File: config.mk
export PLATFORM = sky130hd
export DESIGN_NAME = oam_dma
export DESIGN_NICKNAME = d
export VERILOG_FILES = /design/src/rtl/nes_bus_pkg.sv /design/src/rtl/oam_dma.sv
export SDC_FILE = /design/constraint.sdc
export NUM_CORES = 1
export LEC_CHECK = 0
export ABC_AREA = 1
export BUFFER_PORTS_ARGS = -buffer_cell sky130_fd_sc_hd__buf_2
export CAP_MARGIN = 20
export CORE_MARGIN = 2
export CORE_UTILIZATION = 49
export DETAILED_ROUTE_END_ITERATION = 8
export GPL_TIMING_DRIVEN = 0
export PLACE_DENSITY = 0.89
export SLEW_MARGIN = 20
export SYNTH_ARGS = -nofsm -noshare
export SYNTH_HDL_FRONTEND = slang
export SYNTH_SLANG_ARGS = --single-unit
File: constraint.sdc
create_clock -name clk_ph1 -period 1.88 [get_ports clk_ph1]
set_input_delay 0.188 -clock clk_ph1 [delete_from_list [all_inputs] [get_ports clk_ph1]]
set_output_delay 0.188 -clock clk_ph1 [all_outputs]
set_load 0.005 [all_outputs]
File: src/rtl/nes_bus_pkg.sv
// Purpose: shared NES CPU-bus types and register addresses for bus initiators.
// Latency: n/a (types and constants only).
// Backpressure: n/a.
// Contents: dma_state_t (OAM DMA sequencer states), OAMDMA_ADDR, OAMDATA_ADDR.
package nes_bus_pkg;

    // OAM DMA sequencer states; 3 bits covers all six.
    typedef enum logic [2:0] {
        IDLE  = 3'd0,
        HALT  = 3'd1,
        DUMMY = 3'd2,
        ALIGN = 3'd3,
        READ  = 3'd4,
        WRITE = 3'd5
    } dma_state_t;

    // CPU write here starts a sprite DMA; the write data is the source page.
    localparam logic [15:0] OAMDMA_ADDR  = 16'h4014;
    // PPU OAM data port; every copied byte is written here.
    localparam logic [15:0] OAMDATA_ADDR = 16'h2004;

endpackage

File: src/rtl/oam_dma.sv
// Purpose: NES sprite DMA initiator and CPU/DMA bus mux; copies page {pg,00..FF} to DEST_ADDR.
// Latency: trigger to rdy=1 is HALT(>=1) + DUMMY(1) + ALIGN(0/1) + 512 cycles.
// Backpressure: halts the CPU with rdy=0 while the DMA owns the bus; no stall on the memory side.
// Ports:
//   clk_ph1, rst (sync, active-low)        : clock and reset
//   cpu_Addr_bus/cpu_Data_bus_out/cpu_R_nW : CPU-side bus request
//   Data_bus_in                            : memory read data for the current Addr_bus
//   Addr_bus/Data_bus_out/R_nW             : muxed bus towards memory/IO decode
//   rdy                                    : CPU advance enable (registered)
//   dma_active                             : DMA owns the bus (DUMMY/ALIGN/READ/WRITE)
module oam_dma
    import nes_bus_pkg::*;
#(
    parameter logic [15:0] TRIG_ADDR = OAMDMA_ADDR,
    parameter logic [15:0] DEST_ADDR = OAMDATA_ADDR
) (
    input  logic        clk_ph1,
    input  logic        rst,
    input  logic [15:0] cpu_Addr_bus,
    input  logic [7:0]  cpu_Data_bus_out,
    input  logic        cpu_R_nW,
    input  logic [7:0]  Data_bus_in,
    output logic [15:0] Addr_bus,
    output logic [7:0]  Data_bus_out,
    output logic        R_nW,
    output logic        rdy,
    output logic        dma_active
);

    dma_state_t  r_state;
    dma_state_t  w_next_state;
    logic [7:0]  r_page;
    logic [7:0]  r_idx;
    logic [7:0]  r_latch;
    logic        r_parity;
    logic        r_rdy;
    logic        w_trigger;
    logic        w_last_byte;

    assign w_trigger   = (r_state == IDLE) && !cpu_R_nW && (cpu_Addr_bus == TRIG_ADDR);
    assign w_last_byte = (r_idx == 8'hFF);

    // State, counters and the parity toggle. rdy is registered from the
    // next state so it drops the cycle after the trigger and rises the
    // cycle after the final WRITE.
    always_ff @(posedge clk_ph1) begin
        if (!rst) begin
            r_state  <= IDLE;
            r_page   <= 8'h00;
            r_idx    <= 8'h00;
            r_latch  <= 8'h00;
            r_parity <= 1'b0;
            r_rdy    <= 1'b1;
        end else begin
            r_state  <= w_next_state;
            r_parity <= ~r_parity;
            r_rdy    <= (w_next_state == IDLE);
            if (w_trigger) begin
                r_page <= cpu_Data_bus_out;
                r_idx  <= 8'h00;
            end
            if (r_state == READ) begin
                r_latch <= Data_bus_in;
            end
            // idx is 8 bits wide so it can never carry into the page.
            if ((r_state == WRITE) && !w_last_byte) begin
                r_idx <= r_idx + 8'd1;
            end
        end
    end

    // Next-state logic.
    always_comb begin
        w_next_state = r_state;
        case (r_state)
            IDLE: begin
                if (w_trigger) w_next_state = HALT;
            end
            HALT: begin
                // The CPU can only be stopped on a read cycle; let pending writes drain.
                if (cpu_R_nW) w_next_state = DUMMY;
            end
            DUMMY: begin
                // r_parity is the current cycle; the next cycle's parity is ~r_parity.
                // READ must begin on an even cycle, so burn one ALIGN when the next would be odd.
                if (!r_parity) w_next_state = ALIGN;
                else           w_next_state = READ;
            end
            ALIGN: begin
                w_next_state = READ;
            end
            READ: begin
                w_next_state = WRITE;
            end
            WRITE: begin
                if (w_last_byte) w_next_state = IDLE;
                else             w_next_state = READ;
            end
            default: begin
                w_next_state = IDLE;
            end
        endcase
    end

    // Bus mux: CPU pass-through in IDLE/HALT, DMA-driven otherwise.
    // DUMMY/ALIGN re-read the CPU's held address, which is side-effect free.
    always_comb begin
        Addr_bus     = cpu_Addr_bus;
        Data_bus_out = cpu_Data_bus_out;
        R_nW         = cpu_R_nW;
        case (r_state)
            DUMMY, ALIGN: begin
                Addr_bus     = cpu_Addr_bus;
                Data_bus_out = r_latch;
                R_nW         = 1'b1;
            end
            READ: begin
                Addr_bus     = {r_page, r_idx};
                Data_bus_out = r_latch;
                R_nW         = 1'b1;
            end
            WRITE: begin
                Addr_bus     = DEST_ADDR;
                Data_bus_out = r_latch;
                R_nW         = 1'b0;
            end
            default: begin
                Addr_bus     = cpu_Addr_bus;
                Data_bus_out = cpu_Data_bus_out;
                R_nW         = cpu_R_nW;
            end
        endcase
    end

    assign rdy        = r_rdy;
    assign dma_active = (r_state == DUMMY) || (r_state == ALIGN) ||
                        (r_state == READ)  || (r_state == WRITE);

endmodule

=== Word-level counts from Yosys, hierarchy flattened ===
Cells that the tools add are included.

* Bits in registers: 29

* $add $sub $neg: 1
* Bitwise operators: 1
* Mux-type cells: 10
* Eq/ne operators: 7
* Reductions and logical operators: 13

{| class="wikitable"
|+ Operator list
! operator !! count
|-
| 16-bit one-hot mux with 2 select lines || 1
|-
| 8-bit 2-to-1 mux || 3
|-
| 3-bit one-hot mux with 6 select lines || 1
|-
| 16-bit by 15-bit == test with 1-bit output, second input constant || 1
|-
| 3-bit 2-to-1 mux || 4
|-
| 8-bit by 1-bit adder with 8-bit output, second input constant || 1
|-
| 8-bit == test, second input constant || 1
|-
| 3-bit by 2-bit == test with 1-bit output, second input constant || 2
|-
| 3-bit == test, second input constant || 2
|-
| 3-bit zero test || 2
|-
| 4-bit OR reduction || 1
|-
| 3-bit by 1-bit == test with 1-bit output, second input constant || 1
|-
| 1-bit logical AND || 3
|-
| 1-bit logical OR || 3
|-
| 3-bit OR reduction || 1
|-
| 1-bit zero test || 2
|-
| 1-bit one-hot mux with 2 select lines || 1
|-
| 2-bit nonzero test || 1
|-
| 1-bit NOT || 1
|}

=== Longest topological paths before layout ===
* Depth after elaboration: 6
* Mapped depth: 9
* Mapped depth without buffers: 8

=== Least setup slack after synthesis ===
Ideal clock, no wire load.

* Kind: register -> register
* From: register r_idx[0]
* To: register r_idx[0]
* Required time: 1.761 ns
* Arrival time: 1.179 ns
* Buffers on the path: 0
* Setup slack: 0.582 ns
* Cell stages (with the launch flop): 9
* Path through: dfxtp_1 ha_1 nand2_1 nor2_2 nand2_1 nand2_2 inv_2 o21ai_0 a21oi_1

* Longest elaborated chain between the ends: 4
* Elaborated cells between the ends (all ways): 6
* Those cells by class: 1 x add/sub; 1 x eq/ne; 1 x mux; 3 x reduce/logical

{| class="wikitable"
|+ RTL lines
! what !! RTL line !! RTL
|-
| from (decl) || oam_dma.sv:33 || <nowiki>logic [7:0] r_idx;</nowiki>
|-
| from (signal assigned) || oam_dma.sv:67 || <nowiki>r_idx <= r_idx + 8'd1;</nowiki>
|-
| parallel branches: the longest is 4 deep, another holds 8-bit by 1-bit adder with 8-bit output || n/a ||
|}

Several ways; the timed one is not identified.
A chain may end at the register's enable or synchronous reset.

=== Worst setup path in the final report ===
* From: register r_state[2]
* To: output port Data_bus_out[1]

* Longest elaborated chain between the ends: 3
* Elaborated cells between the ends (all ways): 6
* Those cells by class: 4 x eq/ne; 1 x mux; 1 x reduce/logical

{| class="wikitable"
|+ RTL lines
! what !! RTL line !! RTL
|-
| from (decl) || oam_dma.sv:30 || <nowiki>dma_state_t r_state;</nowiki>
|-
| from (signal assigned) || oam_dma.sv:55 || <nowiki>r_state <= w_next_state;</nowiki>
|-
| 3-bit == test / 3-bit by 2-bit == test with 1-bit output (equally long branches) || oam_dma.sv:111 || <nowiki>case (r_state)</nowiki>
|-
| 4-bit OR reduction (no line) * || n/a ||
|-
| 8-bit 2-to-1 mux * || oam_dma.sv:111 ||
|-
| to (decl) || oam_dma.sv:24 || <nowiki>output logic [7:0] Data_bus_out,</nowiki>
|}

Mark *: on every way between the ends. The rest lies on a longest branch, timed or not.

==> results.cfg <==
[critical_path]
cp.required_ps = 1690
worstSetupPathType = register to output pin
endpoint_kind = output pin
critPathMaxFanout = 6
worst_ep_arrival_time_ps = 1650
critPathLaunchType = register

[synthesis]
synth_top_family_by_area = simple AND/OR/NAND/NOR gates
synth_area_um2 = 1640
seq_area_frac_synth_pct = 35.4
yosys.area_share.adder_pct = 0.763
yosys.area_share.simple_pct = 34.5
synthXorXnorAreaFrac_pct = 0
ys_ff_latch = 29
avgSynthCellArea_um2 = 6.58
synth_mux_area_share_pct = 5.50
syn_inst = 249
synth_compound_area_share_pct = 13.5
ys_types = 26
synth-warning-count = 0
synth_fp_nets = 285

[global_route]
grt_pass1_vias = 1592
grtUsageTotal_pct = 24.4
globalRouteOverflowTotal = 0
antenna_found_initial = 0
grt_max_degree = 11
grt_first_pass_wirelength_um = 6780

[cts]
numCtsBuffers = 5
tritoncts = yes
clockRootBuffer = clkbuf_4
cts.sinks = 29
clk_path_buf_depth = 2
insertion_delay_ps = 340
clkTransAtPathRegs_ps = 90
htreeDepth = 2

[sta]
finalSetupViolations = 0
hold_viol = 0
fmax_mhz = 544
worst_pin_slew_ps = 477
rsz0062_at_grt = yes
fin_crit_ps = 1840
timing.hold.ws_ps = 87.9
min_period_over_period_pct = 97.7
fin_worst_skew_ps = 4.11
max_slew_margin_pct = 68.2
drv_slew = 0
setup_ws_ps = 42.6

[floorplan]
start_util_pct = 52.4
dieHeight_um = 61.8
die_w_um = 61.8
die-area_um2 = 3820
num_io_pins = 62
rows = 20
core_um2 = 3130

[power]
p_leak_uw = 0.00104
ir_drop_v = 0.000390
powerDensity_nw_per_um2 = 553
power_uw = 1150

[route]
firstDrtPassIters = 4
drt_iter0_drc = 96
post_drt_wl_per_cell_um = 12.5
route.detailed.drc = 0
highest_layer = met4
wl_um = 4530
wl_met2_um = 2160
num_vias = 1844
drt-met1-wl_um = 2000
routed_via_density = 5.11
dr_wl_met3_um = 314
ant_nets = 0

[cells_and_area]
area_delta_synth_final_pct = 26.4
drive_above_1_share_pct = 30.3
diodes = 0
finalCoreUtilization_pct = 66.2
nets = 353
fin_area_um2 = 2070

[placed_design]
placed_cell_area_um2 = 1990
post-dp-hpwl_um = 3340
io_buffer_count = 60
dpl_worst_slack_ps = 295
globalplace.congestion = 0.927

[status]
outcome = complete, no violations

[hold_path]
hp-class = input pin to register

[run]
cap_viol_max_count = 0
[cell families (layout without fill, tap and decap cells)]
logic type	after synthesis	after routing
mux	8	8
fa+ha+maj	1	1
compound gates	42	42
buf+inv	39	106
flops	29	29
simple gates	130	131
[final cells by class]
cell class / count / area [um2]
buffer: 8 / 57.6
clock buffer: 7 / 55.1
sequential: 29 / 581
multi-input combinational: 182 / 906
tap: 44 / 55.1
timing repair buffer: 60 / 300
inverter: 31 / 118
fill: 304 / 1060
[per-stage QoR]
stage / std cells / TNS, ps
after floorplan: 249 / 0
after global placement: 353 / 0
after detailed placement: 353 / 0
after CTS: 360 / 0
after global routing: 361 / -33.6
final: 361 / 0
[worst max-delay path: stages, from the launching register on]
cell,delay (ps)
dfxtp_1,350
inv_2,100
nand2_1,200
nand2_4,180
mux2_2,350
buf_2,130
[synth_stat cells]
library cell  count  area share, %
nor2_2            4            1.5
buf_2             1           0.31
a21oi_1          11            3.4
inv_2             2           0.46
clkbuf_8          1           0.84
o21ai_0          25            7.6
nand3_1          17            5.2
nand4_1           4            1.5
nand2_2           3            1.1
nand3_2           1           0.61
nand3b_1          1           0.46
clkbuf_1          4           0.92
mux2_2            8            5.5
nand3b_4          1            1.2
dfxtp_1          29             35
inv_1            28            6.4
ha_1              1           0.76
nand2_1          47             11
or2_2             1           0.38
clkinv_1          1           0.23
o211ai_1          1           0.46
nor2_1           51             12
buf_6             1           0.69
o22ai_1           4            1.5
buf_4             1           0.46
a22o_1            1           0.53
[cell usage in the layout (no fill, tap or decap), types with 2 or more instances in the layout]
master and instances:
nor2_2 4, clkbuf_1 3, mux2_2 8, nor2_1 51
nand2_1 45, nand4_1 4, nand2_2 5, nand3_1 17
clkbuf_4 6, o21ai_0 25, a21oi_1 11, o22ai_1 4
buf_2 62, clkbuf_8 2, dfxtp_1 29, inv_1 28
inv_2 2
[sequential cells by signal, indices dropped and copies added (netlist names)]
signal,count
r_idx,8
r_latch,8
r_page,8
r_parity,1
r_state,3
rdy,1
[report_power, final]
group          switching, uW  internal [uW]  total, uW
sequential             0.983            615        616
combinational           61.9           68.1        130
clock                    224            176        400
[layer usage]
layer,up-vias,track usage [%]
met3,6,6.21
met4,0,9.12
li1,935,-
met5,-,0
met1,840,29.8
met2,63,41.2
[repair_timing]
| item | CTS | global route |
|---|---|---|
| hold endpoints to repair | 0 | 0 |
| resized for setup | 3 | 6 |
| pin swaps | 0 | 1 |
| buffers inserted | 0 | 0 |
| cloned | 0 | 1 |
| hold buffers | 0 | 0 |
| endpoints found under the setup margin | 12 | 25 |
[final timing paths]
path / startpoint / endpoint / slack, ps / cells past startpoint
worst min-delay path: cpu_Data_bus_out[3] / r_page[3] / 90 / 3
worst min register to register: r_parity / r_parity / 440 / 1
worst max-delay path: r_state[2] / Data_bus_out[1] / 40 / 5
worst max register to register: r_idx[0] / r_idx[0] / 340 / 8
(Power assumes the default switching activity.)
